File: src/rtl/tl_d_tracker_pkg.sv
// Shared types for the TileLink D-channel latency tracker: record layout,
// entry-table layout at default widths, and TileLink A opcodes.
package tl_d_tracker_pkg;

    localparam int SRC_W_DEF  = 4;
    localparam int USER_W_DEF = 4;
    localparam int LAT_W_DEF  = 16;

    localparam logic [2:0] A_PUT_FULL      = 3'd0;
    localparam logic [2:0] A_PUT_PARTIAL   = 3'd1;
    localparam logic [2:0] A_ARITH         = 3'd2;
    localparam logic [2:0] A_LOGICAL       = 3'd3;
    localparam logic [2:0] A_GET           = 3'd4;
    localparam logic [2:0] A_HINT          = 3'd5;
    localparam logic [2:0] A_ACQUIRE_BLOCK = 3'd6;
    localparam logic [2:0] A_ACQUIRE_PERM  = 3'd7;

    typedef struct packed {
        logic                 open;
        logic [2:0]           opcode;
        logic [LAT_W_DEF-1:0] age;
    } entry_t;

    typedef struct packed {
        logic [SRC_W_DEF-1:0]  source;
        logic [2:0]            opcode;
        logic [LAT_W_DEF-1:0]  latency;
        logic [USER_W_DEF-1:0] user;
        logic                  denied;
        logic                  corrupt;
        logic                  orphan;
    } tl_d_rec_t;

endpackage

File: src/rtl/tl_d_latency_tracker_if.sv
// Monitored A/D beat signals plus the record output stream.
// rec stream: a record transfers on a cycle where rec_valid & rec_ready are
// both high; rec_valid never depends on rec_ready and rec_data holds while stalled.
interface tl_d_latency_tracker_if #(
    parameter int SRC_W  = 4,
    parameter int USER_W = 4,
    parameter int LAT_W  = 16
);
    localparam int REC_W = SRC_W + 3 + LAT_W + USER_W + 3;

    logic              a_fire;
    logic [SRC_W-1:0]  a_source;
    logic [2:0]        a_opcode;
    logic              a_first;
    logic              d_fire;
    logic [SRC_W-1:0]  d_source;
    logic              d_last;
    logic              d_denied;
    logic              d_corrupt;
    logic [USER_W-1:0] d_user;
    logic              rec_valid;
    logic              rec_ready;
    logic [REC_W-1:0]  rec_data;

    modport master (
        output a_fire, a_source, a_opcode, a_first,
        output d_fire, d_source, d_last, d_denied, d_corrupt, d_user,
        output rec_ready,
        input  rec_valid, rec_data
    );

    modport slave (
        input  a_fire, a_source, a_opcode, a_first,
        input  d_fire, d_source, d_last, d_denied, d_corrupt, d_user,
        input  rec_ready,
        output rec_valid, rec_data
    );
endinterface

File: src/rtl/tl_d_rec_fifo.sv
// Registered synchronous FIFO; a push into a full FIFO is accepted when a pop
// happens in the same cycle.
module tl_d_rec_fifo #(
    parameter int WIDTH = 8,
    parameter int DEPTH = 4
) (
    input  logic             clock,
    input  logic             reset,
    input  logic             push,
    input  logic [WIDTH-1:0] push_data,
    input  logic             ready,
    output logic             valid,
    output logic [WIDTH-1:0] data,
    output logic             full
);
    localparam int AW = $clog2(DEPTH);

    logic [WIDTH-1:0] mem [DEPTH];
    logic [AW-1:0]    wr_ptr;
    logic [AW-1:0]    rd_ptr;
    logic [AW:0]      count;
    logic             pop;
    logic             push_ok;

    assign valid   = (count != '0);
    assign full    = (count == (AW+1)'(DEPTH));
    assign data    = mem[rd_ptr];
    assign pop     = valid & ready;
    assign push_ok = push & (~full | pop);

    always_ff @(posedge clock) begin
        if (reset) begin
            wr_ptr <= '0;
            rd_ptr <= '0;
            count  <= '0;
        end else begin
            if (push_ok) wr_ptr <= wr_ptr + 1'b1;
            if (pop)     rd_ptr <= rd_ptr + 1'b1;
            count <= count + (AW+1)'(push_ok) - (AW+1)'(pop);
        end
    end

    always_ff @(posedge clock) begin
        if (push_ok) mem[wr_ptr] <= push_data;
    end
endmodule

File: src/rtl/tl_d_latency_tracker.sv
// Passive A/D pairing observer: times each source's outstanding request and
// emits one completion record per D-last beat into a small FIFO.
module tl_d_latency_tracker
    import tl_d_tracker_pkg::*;
#(
    parameter int SRC_W      = SRC_W_DEF,
    parameter int USER_W     = USER_W_DEF,
    parameter int LAT_W      = LAT_W_DEF,
    parameter int FIFO_DEPTH = 4
) (
    input  logic                   clock,
    input  logic                   reset,
    tl_d_latency_tracker_if.slave  bus,
    output logic [7:0]             drop_count,
    output logic [7:0]             reissue_count
);
    localparam int N     = 2 ** SRC_W;
    localparam int REC_W = SRC_W + 3 + LAT_W + USER_W + 3;

    typedef struct packed {
        logic             open;
        logic [2:0]       opcode;
        logic [LAT_W-1:0] age;
    } tbl_entry_t;

    tbl_entry_t       tbl [N];
    tbl_entry_t       d_entry;
    logic             a_open;
    logic             d_close;
    logic             same_src;
    logic             reissue;
    logic             rec_full;
    logic             rec_pop;
    logic             drop;
    logic [LAT_W-1:0] latency;
    logic [REC_W-1:0] rec;

    assign a_open   = bus.a_fire & bus.a_first;
    assign d_close  = bus.d_fire & bus.d_last;
    assign d_entry  = tbl[bus.d_source];
    assign latency  = (&d_entry.age) ? d_entry.age : d_entry.age + LAT_W'(1);
    assign same_src = d_close & (bus.d_source == bus.a_source);
    // A same-cycle close on this source empties the entry first, so it is not a reissue.
    assign reissue  = a_open & tbl[bus.a_source].open & ~same_src;
    assign rec_pop  = bus.rec_valid & bus.rec_ready;
    assign drop     = d_close & rec_full & ~rec_pop;

    assign rec = d_entry.open
        ? {bus.d_source, d_entry.opcode, latency, bus.d_user,
           bus.d_denied, bus.d_corrupt, 1'b0}
        : {bus.d_source, 3'd0, {LAT_W{1'b0}}, bus.d_user,
           bus.d_denied, bus.d_corrupt, 1'b1};

    always_ff @(posedge clock) begin
        if (reset) begin
            for (int i = 0; i < N; i++) tbl[i] <= '0;
        end else begin
            for (int i = 0; i < N; i++) begin
                if (a_open && bus.a_source == SRC_W'(i)) begin
                    tbl[i] <= '{open: 1'b1, opcode: bus.a_opcode, age: '0};
                end else if (d_close && bus.d_source == SRC_W'(i)) begin
                    tbl[i].open <= 1'b0;
                end else if (tbl[i].open && !(&tbl[i].age)) begin
                    tbl[i].age <= tbl[i].age + LAT_W'(1);
                end
            end
        end
    end

    always_ff @(posedge clock) begin
        if (reset) begin
            drop_count    <= '0;
            reissue_count <= '0;
        end else begin
            if (drop && !(&drop_count))       drop_count    <= drop_count + 8'd1;
            if (reissue && !(&reissue_count)) reissue_count <= reissue_count + 8'd1;
        end
    end

    tl_d_rec_fifo #(
        .WIDTH (REC_W),
        .DEPTH (FIFO_DEPTH)
    ) u_rec_fifo (
        .clock     (clock),
        .reset     (reset),
        .push      (d_close),
        .push_data (rec),
        .ready     (bus.rec_ready),
        .valid     (bus.rec_valid),
        .data      (bus.rec_data),
        .full      (rec_full)
    );
endmodule

File: src/flat_wrapper.sv
// flat-port wrapper written by rule: the top's interface ports become plain ports
module tl_d_latency_tracker_flat import tl_d_tracker_pkg::*;
#(
    parameter int SRC_W      = SRC_W_DEF,
    parameter int USER_W     = USER_W_DEF,
    parameter int LAT_W      = LAT_W_DEF,
    parameter int FIFO_DEPTH = 4
)
  (clock, reset, drop_count, reissue_count, bus_a_fire, bus_a_source, bus_a_opcode, bus_a_first, bus_d_fire, bus_d_source, bus_d_last, bus_d_denied, bus_d_corrupt, bus_d_user, bus_rec_ready, bus_rec_valid, bus_rec_data);
  tl_d_latency_tracker_if #(.SRC_W(SRC_W), .USER_W(USER_W), .LAT_W(LAT_W)) bus_i ();
  input  logic clock;
  input  logic reset;
  output logic [7:0] drop_count;
  output logic [7:0] reissue_count;
  input wire logic [$bits(bus_i.a_fire)-1:0] bus_a_fire;
  input wire logic [$bits(bus_i.a_source)-1:0] bus_a_source;
  input wire logic [$bits(bus_i.a_opcode)-1:0] bus_a_opcode;
  input wire logic [$bits(bus_i.a_first)-1:0] bus_a_first;
  input wire logic [$bits(bus_i.d_fire)-1:0] bus_d_fire;
  input wire logic [$bits(bus_i.d_source)-1:0] bus_d_source;
  input wire logic [$bits(bus_i.d_last)-1:0] bus_d_last;
  input wire logic [$bits(bus_i.d_denied)-1:0] bus_d_denied;
  input wire logic [$bits(bus_i.d_corrupt)-1:0] bus_d_corrupt;
  input wire logic [$bits(bus_i.d_user)-1:0] bus_d_user;
  input wire logic [$bits(bus_i.rec_ready)-1:0] bus_rec_ready;
  output wire logic [$bits(bus_i.rec_valid)-1:0] bus_rec_valid;
  output wire logic [$bits(bus_i.rec_data)-1:0] bus_rec_data;
  assign bus_i.a_fire = bus_a_fire;
  assign bus_i.a_source = bus_a_source;
  assign bus_i.a_opcode = bus_a_opcode;
  assign bus_i.a_first = bus_a_first;
  assign bus_i.d_fire = bus_d_fire;
  assign bus_i.d_source = bus_d_source;
  assign bus_i.d_last = bus_d_last;
  assign bus_i.d_denied = bus_d_denied;
  assign bus_i.d_corrupt = bus_d_corrupt;
  assign bus_i.d_user = bus_d_user;
  assign bus_i.rec_ready = bus_rec_ready;
  assign bus_rec_valid = bus_i.rec_valid;
  assign bus_rec_data = bus_i.rec_data;
  tl_d_latency_tracker #(.SRC_W(SRC_W), .USER_W(USER_W), .LAT_W(LAT_W), .FIFO_DEPTH(FIFO_DEPTH)) u_core (.clock(clock), .reset(reset), .bus(bus_i), .drop_count(drop_count), .reissue_count(reissue_count));
endmodule
File: config.mk
export PLATFORM = sky130hd
export DESIGN_NAME = tl_d_latency_tracker_flat
export DESIGN_NICKNAME = d
export VERILOG_FILES = /design/src/rtl/tl_d_tracker_pkg.sv /design/src/rtl/tl_d_latency_tracker_if.sv /design/src/rtl/tl_d_rec_fifo.sv /design/src/rtl/tl_d_latency_tracker.sv /design/src/flat_wrapper.sv
export SDC_FILE = /design/constraint.sdc
export NUM_CORES = 1
export LEC_CHECK = 0
export ABC_AREA = 0
export BUFFER_PORTS_ARGS = -buffer_cell sky130_fd_sc_hd__buf_2
export CORE_MARGIN = 2
export CORE_UTILIZATION = 55
export DETAILED_ROUTE_END_ITERATION = 8
export GPL_ROUTABILITY_DRIVEN = 0
export PLACE_DENSITY = 0.86
export SYNTH_ARGS = -nofsm -noshare
export SYNTH_HDL_FRONTEND = slang
export SYNTH_SLANG_ARGS = --single-unit
File: constraint.sdc
create_clock -name clock -period 3.1 [get_ports clock]
set_input_delay 0.465 -clock clock [delete_from_list [all_inputs] [get_ports clock]]
set_output_delay 0.465 -clock clock [all_outputs]
set_load 0.02 [all_outputs]
==> results_dict.tcl <==
set metrics [dict create \
    cts_buffer_depth 3 \
    synth_largest_area_cell "edfxtp_1" \
    drc 0 \
    ios 71 \
    drt_iter0_markers 2461 \
    synth_ff_type "edfxtp_1" \
    ctsHoldBuffers 0 \
    syn_inst 1952 \
    cp_common_cell "buf_4" \
    critPathBufInv 2 \
    crit_arrival_ns 3.41 \
    path_cells "mux4_2, a22oi_1, nand2_1, ha_1, nand4_4, nor4_2, buf_4, nor2_1, nor3_1, buf_4" \
    ff_latch_area_um2 13700 \
    io_buffers 70 \
    synth_fp_nets 2002 \
    nets 2163 \
    cp.required_ns 3.55 \
    endpoint_kind "register" \
    cts_made_buffers 47 \
    vdd_ir_drop_max_uv 537 \
    hold_viol 0 \
    synth.area.top_cells "edfxtp_1, mux4_2, nor2_1, xor2_1, xnor2_1" \
    rows 77 \
    syn_area_um2 24400 \
    power_mw 15.9 \
    cts_tree "done" \
    fillers 3071 \
    fmax_ghz 0.338 \
    critPathMaxFanout 8 \
    skew_ns 0.0320 \
    die_y_um 214 \
    viasPerCell 6.28 \
    grt-ovfl-total 0 \
    critPathMaxStageDelay_ns 0.57 \
    track_usage_pct 26.2 \
    drtAntennaViolNets 0 \
    synth_area_per_cell_um2 12.5 \
    ys_warn_count 0 \
    period_share_pct 95.4 \
    drt_wl_total_um 60600 \
    dpl.hpwl_um 43800 \
    path_class "reg -> reg" \
    ys_seq_elements 465 \
    power_density_nw_per_um2 580 \
    synth_seq_area_share_pct 56.3 \
    clkLatencyLatePin_ns 0.60 \
    slew_violations 0 \
    firstDrtPassIters 6 \
    relSlewSlack_pct 40.7 \
    hp-class "in -> reg" \
    whs_ns 0.109 \
    chipWidth_um 214 \
    place_ws_ns -0.0730 \
    rsz0062_at_grt "no" \
    min_period_ns 2.96 \
    outcome "complete, no violations" \
    timing.critical_path.from_type "register" \
    layout-drive-gt1-share_pct 18.5 \
    post_cts_buffers 0 \
    grt_first_pass_wirelength_um 93700 \
    crit_slowest_cell "nor4_2" \
    ctsResizeCount 0 \
    synth_top_cell_area_share_pct 54.2 \
    p_leak_nw 9.72 \
    die_area_um2 46000 \
    synthDistinctLibCells 69 \
    setup_viol 0 \
    cts_root_buf "clkbuf_16" \
    initial_utilization_pct 55.5 \
    antenna_found_initial 2 \
    critPathTopFamily "simple AND/OR/NAND/NOR gates" \
    finalWorstSetupSlack_ns 0.142 \
    grt_start_max_net_pins 31 \
    post_drt_wl_per_cell_um 22.1 \
    worstMarginPinSlew_ns 0.876 \
    clk_pin_slew_ns 0.06 \
    num_vias 17200 \
    core_area_um2 43900 \
    synthToLayoutAreaGrowth_pct 12.3 \
    htree_levels 2 \
    async_flop_share_pct 0 \
    multi_input_area_um2 9930 \
    grt_pass1_vias 16600 \
    synth_edf_count 440 \
    drv_cap 0 \
    cts.sinks 465 \
]
-- flip-flops by register name (all words and copies together) (netlist names), named ones only --
name and count:
u_core.u_rec_fifo.mem 120, u_core.u_rec_fifo.count 3, u_core.drop_count 8, u_core.u_rec_fifo.rd_ptr 2, u_core.reissue_count 8, u_core.tbl 320
u_core.u_rec_fifo.wr_ptr 2
-- kinds of logic after synthesis --
family | Yosys count | synth area share [%]
AOI/OAI and AO/OA | 100 | 2.86
xor gates and xnor gates | 249 | 8.95
adders and majority gates | 26 | 1.37
buffers and inverters | 129 | 2.97
DFF | 465 | 56.3
muxes | 122 | 11.2
and+or+nand+nor | 861 | 16.4
-- routing by layer --
metal,GRT usage (%),part of all wire (%)
met5,0,0
met4,13.0,5.0
met2,41.4,46
met3,5.73,12
met1,34.5,36
-- placed cells by master, fill, tap and decap left out, drive strengths merged, types with 2 or more instances in the layout --
cell type	n
diode	3
mux2i	3
nand3	113
xor2	142
nor2b	8
a21oi	25
clkbuf	65
ha	25
mux4	118
a31oi	3
nor4	3
or2	3
nor2	402
and3	76
nand2	152
xnor2	107
edfxtp	440
a22oi	26
clkinvlp	2
or4	2
bufinv	3
or3	9
and4	7
a41o	3
nor3	17
nand4	43
clkinv	13
nor3b	2
o211ai	8
nand2b	8
inv	59
a22o	2
a31o	10
and2	9
dfxtp	25
nand4b	2
nand3b	2
buf	182
o21ai	17
-- power breakdown --
part | switching, mW | total, mW | internal [mW]
Sequential | 0.554 | 7.96 | 7.41
Combinational | 1.35 | 2.45 | 1.10
Clock | 2.36 | 5.46 | 3.10
Total | 4.27 | 15.9 | 11.6
-- per-stage QoR --
stage	setup TNS, ns	std cells	instance area [um^2]	util [%]
after floorplan	0	1952	24400	-
after global placement	0	2656	25900	59.0
after detailed placement	-0.388	2656	25900	59.0
after CTS	0	2739	27300	62.3
after global routing	0	2739	27300	62.3
final	0	2742	27400	62.3
-- cell usage after synthesis (23+ instances only) --
library cell  instances
edfxtp_1            440
nor2_1              400
nand2_1             142
xor2_1              142
mux4_2              113
nand3_1             112
xnor2_1             107
and3_1               75
inv_1                59
nand4_1              39
clkbuf_1             32
dfxtp_1              25
ha_1                 25
a21oi_1              24
a22oi_1              23
-- path summary, 6_finish.rpt --
path	start	to	slack, ns	cells past startpoint
max	u_core.tbl[12][1]	u_core.u_rec_fifo.mem[0][9]	0.14	10
max reg2reg	u_core.tbl[12][1]	u_core.u_rec_fifo.mem[0][9]	0.14	10
min reg2reg	u_core.drop_count[5]	u_core.drop_count[5]	0.53	2
min	bus_d_user[0]	u_core.u_rec_fifo.mem[1][3]	0.11	1
-- final cells by class --
class,count,area share (%)
sequential,465,50.1
inverter,59,0.810
clock buffer,65,4.62
multi-input combinational,1358,36.3
clock inverter,18,0.681
tap,592,2.71
timing repair buffer,182,4.74
antenna,3,0.0274
No activity file was read; power rests on OpenSTA's default activity.
